### src/rtl/lv8_ctrl_pkg.sv
// Shared LEGv8 control-unit definitions: control-word layout, FSM states,
// branch opcodes and the branch-class decode helper.
package lv8_ctrl_pkg;

  localparam int unsigned CW_WIDTH = 33;

  localparam int unsigned CW_ALU_EN      = 32;
  localparam int unsigned CW_ALU_B_SEL   = 31;
  localparam int unsigned CW_ALU_FS      = 26;
  localparam int unsigned CW_RF_B_EN     = 25;
  localparam int unsigned CW_SA          = 20;
  localparam int unsigned CW_SB          = 15;
  localparam int unsigned CW_DA          = 10;
  localparam int unsigned CW_RF_WRITE    = 9;
  localparam int unsigned CW_RAM_EN      = 8;
  localparam int unsigned CW_RAM_WRITE   = 7;
  localparam int unsigned CW_PC_EN       = 6;
  localparam int unsigned CW_PC_FS       = 4;
  localparam int unsigned CW_PC_IN_SEL   = 3;
  localparam int unsigned CW_STATUS_LOAD = 2;
  localparam int unsigned CW_NEXT_STATE  = 0;

  typedef enum logic [1:0] {
    ST_IDLE = 2'b00,
    ST_LINK = 2'b01,
    ST_TEST = 2'b10,
    ST_EXEC = 2'b11
  } state_e;

  typedef enum logic [1:0] {
    PC_HOLD = 2'b00,
    PC_INC  = 2'b01,
    PC_REG  = 2'b10,
    PC_REL  = 2'b11
  } pc_fs_e;

  localparam logic [5:0]  OP_B     = 6'b000101;
  localparam logic [5:0]  OP_BL    = 6'b100101;
  localparam logic [10:0] OP_BR    = 11'b11010110000;
  localparam logic [7:0]  OP_CBZ   = 8'b10110100;
  localparam logic [7:0]  OP_CBNZ  = 8'b10110101;
  localparam logic [7:0]  OP_BCOND = 8'b01010100;

  localparam logic [4:0] ALU_PASS_B = 5'b00111;

  typedef enum logic [2:0] {
    BK_NONE,
    BK_B,
    BK_BL,
    BK_BR,
    BK_CBZ,
    BK_CBNZ,
    BK_BCOND
  } br_kind_e;

  function automatic br_kind_e decode_branch(input logic [31:0] instr);
    br_kind_e kind;
    kind = BK_NONE;
    if (instr[31:26] == OP_B)          kind = BK_B;
    else if (instr[31:26] == OP_BL)    kind = BK_BL;
    else if (instr[31:21] == OP_BR)    kind = BK_BR;
    else if (instr[31:24] == OP_CBZ)   kind = BK_CBZ;
    else if (instr[31:24] == OP_CBNZ)  kind = BK_CBNZ;
    else if (instr[31:24] == OP_BCOND) kind = BK_BCOND;
    return kind;
  endfunction

endpackage

### src/rtl/branch_cond_eval.sv
// Combinational B.cond evaluator: condition code and stored {V,C,N,Z} to taken.
module branch_cond_eval (
  input  logic [3:0] cond_i,
  input  logic [3:0] flags_i,
  output logic       taken_o
);
  logic v, c, n, z;
  logic base;

  assign {v, c, n, z} = flags_i;

  // Even codes test a predicate, odd codes its inverse; 111x is always taken.
  always_comb begin
    base = 1'b1;
    case (cond_i[3:1])
      3'b000:  base = z;
      3'b001:  base = c;
      3'b010:  base = n;
      3'b011:  base = v;
      3'b100:  base = c & ~z;
      3'b101:  base = (n == v);
      3'b110:  base = ~z & (n == v);
      default: base = 1'b1;
    endcase
    taken_o = (cond_i[3:1] == 3'b111) ? 1'b1 : (base ^ cond_i[0]);
  end

endmodule

### src/rtl/branch_sequencer.sv
// Branch-class sequencer for the LEGv8 control unit: IDLE -> (LINK|TEST) -> EXEC,
// driving the shared control word and immediate, with saturating outcome counters.
module branch_sequencer
  import lv8_ctrl_pkg::*;
#(
  parameter int unsigned DATA_WIDTH = 64,
  parameter int unsigned CNT_WIDTH  = 16,
  parameter int unsigned LINK_REG   = 30
) (
  input  logic                  clock,
  input  logic                  reset,
  input  logic                  start,
  input  logic [31:0]           instruction,
  input  logic [4:0]            status,
  output logic [CW_WIDTH-1:0]   controlword,
  output logic [DATA_WIDTH-1:0] constant,
  output logic                  busy,
  output logic                  done,
  output logic                  taken,
  output logic                  illegal,
  output logic [CNT_WIDTH-1:0]  taken_count,
  output logic [CNT_WIDTH-1:0]  not_taken_count
);

  state_e               state_q, state_d;
  logic [31:0]          instr_q;
  logic                 cb_zero_q;
  logic                 illegal_q;
  logic [CNT_WIDTH-1:0] taken_cnt_q, not_taken_cnt_q;
  br_kind_e             kind_in, kind_q;
  logic                 cond_taken;
  logic                 taken_c;
  logic                 start_legal;
  logic [CW_WIDTH-1:0]  cw;

  assign kind_in     = decode_branch(instruction);
  assign kind_q      = decode_branch(instr_q);
  assign start_legal = (state_q == ST_IDLE) && start && (kind_in != BK_NONE);

  branch_cond_eval u_cond_eval (
    .cond_i  (instr_q[3:0]),
    .flags_i (status[3:0]),
    .taken_o (cond_taken)
  );

  // Next state and the EXEC-cycle branch decision.
  always_comb begin
    state_d = state_q;
    taken_c = 1'b0;
    case (state_q)
      ST_IDLE: begin
        if (start) begin
          case (kind_in)
            BK_BL:                 state_d = ST_LINK;
            BK_CBZ, BK_CBNZ:       state_d = ST_TEST;
            BK_B, BK_BR, BK_BCOND: state_d = ST_EXEC;
            default:               state_d = ST_IDLE;
          endcase
        end
      end
      ST_LINK, ST_TEST: state_d = ST_EXEC;
      default: begin
        state_d = ST_IDLE;
        case (kind_q)
          BK_B, BK_BL, BK_BR: taken_c = 1'b1;
          BK_CBZ:             taken_c = cb_zero_q;
          BK_CBNZ:            taken_c = ~cb_zero_q;
          BK_BCOND:           taken_c = cond_taken;
          default:            taken_c = 1'b0;
        endcase
      end
    endcase
  end

  // Control word for the current state; next_state mirrors the state register input.
  always_comb begin
    cw = '0;
    // Branches never enable the ALU, memory or flag load, so flags stay stable.
    cw[CW_ALU_EN]      = 1'b0;
    cw[CW_RF_B_EN]     = 1'b0;
    cw[CW_RAM_EN]      = 1'b0;
    cw[CW_RAM_WRITE]   = 1'b0;
    cw[CW_STATUS_LOAD] = 1'b0;
    case (state_q)
      ST_LINK: begin
        cw[CW_PC_EN]       = 1'b1;
        cw[CW_DA +: 5]     = 5'(LINK_REG);
        cw[CW_RF_WRITE]    = 1'b1;
        cw[CW_PC_FS +: 2]  = PC_HOLD;
      end
      ST_TEST: begin
        cw[CW_SB +: 5]     = instr_q[4:0];
        cw[CW_ALU_B_SEL]   = 1'b0;
        cw[CW_ALU_FS +: 5] = ALU_PASS_B;
      end
      ST_EXEC: begin
        if (!taken_c) begin
          cw[CW_PC_FS +: 2] = PC_INC;
        end else if (kind_q == BK_BR) begin
          cw[CW_PC_FS +: 2] = PC_REG;
          cw[CW_PC_IN_SEL]  = 1'b0;
          cw[CW_SA +: 5]    = instr_q[9:5];
        end else begin
          cw[CW_PC_FS +: 2] = PC_REL;
          cw[CW_PC_IN_SEL]  = 1'b1;
        end
      end
      default: cw = '0;
    endcase
    cw[CW_NEXT_STATE +: 2] = state_d;
  end

  always_comb begin
    case (kind_q)
      BK_B, BK_BL:               constant = {{(DATA_WIDTH-26){instr_q[25]}}, instr_q[25:0]};
      BK_CBZ, BK_CBNZ, BK_BCOND: constant = {{(DATA_WIDTH-19){instr_q[23]}}, instr_q[23:5]};
      default:                   constant = '0;
    endcase
  end

  always_ff @(posedge clock or posedge reset) begin
    if (reset) begin
      state_q         <= ST_IDLE;
      instr_q         <= '0;
      cb_zero_q       <= 1'b0;
      illegal_q       <= 1'b0;
      taken_cnt_q     <= '0;
      not_taken_cnt_q <= '0;
    end else begin
      state_q   <= state_d;
      illegal_q <= (state_q == ST_IDLE) && start && (kind_in == BK_NONE);
      if (start_legal) instr_q <= instruction;
      if (state_q == ST_TEST) cb_zero_q <= status[4];
      if (state_q == ST_EXEC) begin
        if (taken_c) begin
          if (taken_cnt_q != '1) taken_cnt_q <= taken_cnt_q + CNT_WIDTH'(1);
        end else begin
          if (not_taken_cnt_q != '1) not_taken_cnt_q <= not_taken_cnt_q + CNT_WIDTH'(1);
        end
      end
    end
  end

  assign controlword     = cw;
  assign busy            = (state_q != ST_IDLE);
  assign done            = (state_q == ST_EXEC);
  assign taken           = taken_c;
  assign illegal         = illegal_q;
  assign taken_count     = taken_cnt_q;
  assign not_taken_count = not_taken_cnt_q;

endmodule

### config.mk
export PLATFORM = sky130hd
export DESIGN_NAME = branch_sequencer
export DESIGN_NICKNAME = d
export VERILOG_FILES = /design/src/rtl/lv8_ctrl_pkg.sv /design/src/rtl/branch_cond_eval.sv /design/src/rtl/branch_sequencer.sv
export SDC_FILE = /design/constraint.sdc
export NUM_CORES = 1
export LEC_CHECK = 0
export ABC_AREA = 1
export CAP_MARGIN = 20
export CORE_AREA = 5 5 114 116
export DETAILED_ROUTE_END_ITERATION = 10
export DIE_AREA = 0 0 119 121
export PLACE_DENSITY = 0.76
export SLEW_MARGIN = 40
export SYNTH_ARGS = -nofsm -noshare
export SYNTH_HDL_FRONTEND = slang
export SYNTH_HIERARCHICAL = 1
export SYNTH_SLANG_ARGS = --single-unit
### constraint.sdc
create_clock -name clock -period 4.16 [get_ports clock]
set_input_delay 0.832 -clock clock [delete_from_list [all_inputs] [get_ports clock]]
set_output_delay 0.832 -clock clock [all_outputs]
set_load 0.005 [all_outputs]
==> run metrics, run 1 <==
DRT iter0 DRCs=between 200 and 300; P_leak=between 0.003 and 0.004 uW; CTS Buf Count=9; Cell Pwr Density=roughly 540 nW/um^2; number of setup buffers added after CTS=0; Max-cap violations=0; final WL=around 13,000 um; pin count of the biggest net entering global routing=between 60 and 70; CP bufs+invs=3; first-pass GRT wire length=~22,000 um; ANT cells=0; CP required=3.33 ns; Synth area leaders=dfrtp_1 (35%), nand2_1 (18%), buf_4 (8.9%); layout cells sized above 1=0.0584; Starting Density=0.413; Post-CTS Hold Buffers=0; YS warnings=6; worst-path cell chain=clkdlybuf4s50_1 -> inv_1 -> nand3_1 -> nand2_1 -> nand2_1 -> nand2_1 -> nand3_1 -> nand3_1 -> nand3_1 -> nand2_1 -> nor2_2 -> nor2_4 -> nand2_2 -> nor2_1 -> clkdlybuf4s50_1; Boundary Pins=173; final setup fails=0; number of port buffers=approximately 160; Cells after Synth=around 700; Max Clock Skew=roughly 0.0058 ns; CTS Sinks=68; die boundary width=119 um; EDFF count, synth=0; setup_tns=0 ns; CP Capture Type=output port; Final HPWL DP=roughly 9800 um; CP startpoint kind=input port; Worst path slowest cell=clkdlybuf4s50_1; worst min path class=reg -> reg; Netlist cell types=31; 1st-pass router iterations=4; actual slew at the worst max-slew pin=0.653 ns; critical path class=in -> out; result of the run=complete, no violations; GRT overflow=0; DRC violations left=0; dpl ws=approximately 0.31 ns; Vias per Instance=4.92; # rows=40; GRT Overall Usage=0.185; crit path max fanout=5; cell family with most CP delay=simple AND/OR/NAND/NOR gates; R2R Setup Slk=1.70 ns; Area growth syn-to-layout=34.9%; via count=roughly 4,800; final net count=between 800 and 900; WL per Instance=between 10 and 15 um; Slew Viols, Final=0; top cell type's share of synthesized area=0.349; RSZ-0062 raised after global routing=no; vias in the first global route=around 4,400; Top FF cell, synth=dfrtp_1; post-route ant nets=0; GPL Wtd Cong=0.878; Slew HR=0.564; post-synthesis async set-or-reset flop share=1.00; sequential area share after synthesis=0.349; Yosys top cell by area=dfrtp_1; Tmin final=3.81 ns; Clock transition at path regs=0.05 ns; fin worst setup slack=about 0.35 ns; Synth Register Bits=roughly 70; slowest cell delay on critical path=0.50 ns; post_cts resized=0; TritonCTS clock tree=built; Peak supply drop=between 0.0004 and 0.0005 V; arrival time worst endpoint=slightly below 3 ns; Post-Syn Area per Cell=between 6 and 7 sq um; synthesized cell area=between 4000 and 5000 sq um; fin crit share=0.916; CORE AREA=between 10,000 and 15,000 sq um; Fin. Hold Viols=0; Root Buffer=clkbuf_16; highest clock rate=between 200 and 300 MHz; antenna violations before repair=0; die height=121 um; Longest Clk Path Bufs=2; DIE AREA=about 14,000 sq um; H-tree Lvls=3; clock latency on the worst-skew pair=between 0.3 and 0.4 ns
[final cells by class]
class                      instances  area [sq um]
clock inverter                     4          47.5
fill                            1153          5230
tap                              147           184
timing repair buffer             171          1710
multi-input combinational        491          2390
inverter                          76           285
sequential                        68          1700
clock buffer                      12           256
[worst register-to-register path, delay by kind of cell, from the launching register on]
family,cells,cell delay (ns)
buf+inv,2,0.40
flops,1,0.48
simple gates,13,1.46
[cell usage in the layout, fill, tap and decap left out, drive strengths merged, types with 2 or more instances in the layout]
cell type | synthesis | layout
clkbuf | 7 | 12
xnor2 | 13 | 13
clkdlybuf4s50 | 0 | 163
xor2 | 10 | 10
nand3 | 60 | 60
a21oi | 7 | 7
and2 | 3 | 3
buf | 70 | 8
o21ai | 31 | 31
nor3 | 7 | 7
nand2 | 240 | 240
nor2 | 62 | 62
inv | 76 | 76
conb | 1 | 9
nand3b | 5 | 5
dfrtp | 68 | 68
nand4 | 38 | 38
ha | 6 | 6
clkinv | 0 | 2
[final timing paths]
kind                             start            endpoint  cells past startpoint
max in group asynchronous        reset         instr_q[19]                      3
min reg2reg                instr_q[14]         instr_q[14]                      2
min                        instr_q[14]         instr_q[14]                      2
min in group asynchronous        reset  not_taken_count[0]                      3
max reg2reg                 instr_q[1]  not_taken_count[2]                     15
max                          status[0]     controlword[23]                     15
[routing by layer]
layer	track usage	share of wire	vias to the layer above
li1	-	-	2389
met1	0.239	0.44	2203
met2	0.310	0.49	153
met3	0.0336	0.057	19
met4	0.0673	0.023	0
met5	0	0	-
[logic make-up after synthesis]
kind of cell	count (synthesis)	synth area share
and+or+nand+nor	415	0.385
buffers and inverters	153	0.169
DFF	68	0.349
AOI/OAI and AO/OA	38	0.0398
xor gates and xnor gates	23	0.0413
adders and majority gates	6	0.0154
other	1	0.000769
[sequential cells by signal, summed over array words and instances (netlist names)]
| register | flops |
|---|---|
| cb_zero_q | 1 |
| illegal | 1 |
| instr_q | 32 |
| taken_count | 16 |
| not_taken_count | 16 |
| state_q | 2 |
[stage by stage]
| stage | hold WS [ns] | area [sq um] | instances | utilization | power [uW] |
|---|---|---|---|---|---|
| finish | 0.490 | 6580 | 969 | 0.557 | 3530 |
| global route | 0.534 | 6580 | 969 | 0.557 | 3810 |
| CTS | 0.494 | 6560 | 968 | 0.556 | 3560 |
| detailed placement | 0.481 | 6260 | 952 | 0.530 | 2770 |
| global placement | 0.478 | 6250 | 952 | 0.529 | 2730 |
| floorplan | 0.464 | 4910 | 712 | - | 2080 |
[cell usage after synthesis, types with 6 or more instances]
library cell	instances
nand2_1	236
a21oi_1	6
dfrtp_1	68
nand4_1	38
nor2_1	56
buf_4	58
inv_1	73
buf_2	7
clkbuf_1	7
xnor2_1	13
xor2_1	10
nand3_1	54
o21ai_0	31
ha_1	6
[power breakdown]
| part | internal (uW) | switching, uW |
|---|---|---|
| logic | 830 | 867 |
| clock network | 495 | 280 |
| registers | 851 | 205 |
(Power assumes the default switching activity.)
==> run 2: changes to the inputs <==
--- a/config.mk
+++ b/config.mk
@@ -7,9 +7,9 @@
 export LEC_CHECK = 0
 export ABC_AREA = 1
 export CAP_MARGIN = 20
-export CORE_AREA = 5 5 114 116
+export CORE_AREA = 2 2 111 113
 export DETAILED_ROUTE_END_ITERATION = 10
-export DIE_AREA = 0 0 119 121
+export DIE_AREA = 0 0 113 115
 export PLACE_DENSITY = 0.76
 export SLEW_MARGIN = 40
 export SYNTH_ARGS = -nofsm -noshare
==> run 2 against run 1 <==
Compared with the run above: the flow now finishes with violations (DRC); die area decreased by 9.8%; clock power about the same; fmax is 1.2% lower; via count fell by 0.31%; final cell count decreased by 0.10%; power decreased by 1.1%; register-to-register slack improved by 0.07 ns; clock skew about the same; first-iteration DRC count is 1.0% higher; worst setup slack lost 0.047 ns; critical path type unchanged.
==> run metrics, run 2 (same netlist as run 1, synthesis figures left out) <==
result of the run=finished with violations; failing checks=DRC; crit path max fanout=18; Fin. Hold Viols=0; pin count of the biggest net entering global routing=69; Area growth syn-to-layout=34.3%; Cell Pwr Density=approximately 530 nW/um^2; R2R depth=15; arrival time worst endpoint=slightly above 3 ns; final hold slack=around 0.49 ns; CP required=3.33 ns; die height=between 100 and 150 um; Clock transition at path regs=0.05 ns; Vias per Instance=about 5; Post-CTS Hold Buffers=0; GRT Overall Usage=0.194; worst setup path endpoint=controlword[5]; GRT overflow=0; layout cells sized above 1=0.0572; actual slew at the worst max-slew pin=roughly 0.67 ns; post-route ant nets=0; # rows=40; most frequent cells in the layout=nand2_1 (236), clkdlybuf4s50_1 (163), inv_1 (72), dfrtp_1 (68), nor2_1 (56); post_cts resized=0; Tmin final=about 3.9 ns; fin worst setup slack=between 0.3 and 0.4 ns; GRT met2 Usage=0.325; vias in the first global route=4,301; TritonCTS clock tree=built; DRT iter0 DRCs=~300; Root Buffer=clkbuf_16; Biggest register=instr_q; final setup fails=0; first-pass GRT wire length=just over 20,000 um; CP startpoint kind=input port; worst min path class=reg -> reg; DIE AREA=13,000 sq um; max reg flops=32; CTS Buf Count=9; GRT busiest layer=met2; GPL Wtd Cong=roughly 0.9; 1st-pass router iterations=8; final net count=around 860; CP Capture Type=output port; H-tree Lvls=3; Starting Density=0.413; Worst R2R End=not_taken_count[13]; ANT cells=0; CTS Sinks=~70; Max-cap violations=0; R2R Setup Slk=1.77 ns; DRC violations left=17; CORE AREA=11,800 sq um; via count=4,749; dpl ws=around 0.30 ns; Slew HR=0.554; setup_tns=0 ns; number of port buffers=roughly 160; WL per Instance=~13 um; Crit. Startpoint=status[0]; grt met3 use=0.0353; RSZ-0062 raised after global routing=no; final WL=between 10,000 and 15,000 um; Longest Clk Path Bufs=2; commonest non-fill, non-tap cell in the layout=nand2_1; slowest cell delay on critical path=~0.50 ns; fin crit share=0.927; Final HPWL DP=9060 um; critical path class=in -> out; Peak supply drop=slightly above 0.0005 V; clock latency on the worst-skew pair=approximately 0.33 ns; R2R Path Start=instr_q[1]; Max Clock Skew=between 0.005 and 0.006 ns; Slew Viols, Final=0; Worst path slowest cell=clkdlybuf4s50_1; Boundary Pins=about 170; met1 Use GR=0.254; antenna violations before repair=0; worst-path cell chain=clkdlybuf4s50_1 -> inv_1 -> nand3_1 -> nand2_1 -> nand2_1 -> nand2_1 -> nand3_1 -> nand3_1 -> nand3_1 -> nand2_1 -> nor2_2 -> buf_4 -> nor2_1 -> clkdlybuf4s50_1; P_leak=~0.0031 uW; number of setup buffers added after CTS=0; die boundary width=113 um; highest clock rate=about 260 MHz
## run 2: changes by cell type in the layout (fill, tap and decap cells not counted)
cell and change:
buf_12 -1, buf_6 +1, buf_8 -1, o21ai_2 +1
o21ai_4 -1
## run 2: report_power, final
| group | switching [uW] | internal, uW | total (uW) |
|---|---|---|---|
| clock | 281 | 495 | 775 |
| combinational | 846 | 812 | 1660 |
| sequential | 204 | 851 | 1060 |
## run 2: how the worst min path moves through the flow
stage	startpoint	endpoint	slack [ns]	cells after the start
floorplan	instr_q[10]	instr_q[10]	0.46	2
global placement	instr_q[24]	instr_q[24]	0.48	2
detailed placement	instr_q[19]	instr_q[19]	0.48	2
CTS	instr_q[24]	instr_q[24]	0.50	2
global route	instr_q[19]	instr_q[19]	0.51	2
finish	instr_q[24]	instr_q[24]	0.49	2
## run 2: layer usage
metal | wire (um) | vias up
met5 | 0 | -
met3 | 854 | 19
met1 | 5460 | 2162
met2 | 5890 | 178
met4 | 270 | 0
li1 | - | 2390
## run 2: stage by stage
stage / instances / utilization / total power [uW] / area, sq um
3_3_place_gp: 952 / 0.528 / 2700 / 6240
2_1_floorplan: 712 / - / 2080 / 4910
3_5_place_dp: 952 / 0.529 / 2730 / 6240
5_1_grt: 968 / 0.554 / 3750 / 6550
4_1_cts: 968 / 0.554 / 3520 / 6550
6_report: 968 / 0.554 / 3490 / 6550
## run 2: final cells by class
class                      count  area [sq um]
tap                          147           184
clock inverter                 4          47.5
clock buffer                  12           256
fill                        1141          5260
inverter                      76           285
sequential                    68          1700
multi-input combinational    491          2380
timing repair buffer         170          1690
## run 2: critical path, delay by kind of cell
family | cells | cell delay (ns)
AND/OR/NAND/NOR | 10 | 0.92
buffers and inverters | 4 | 1.27
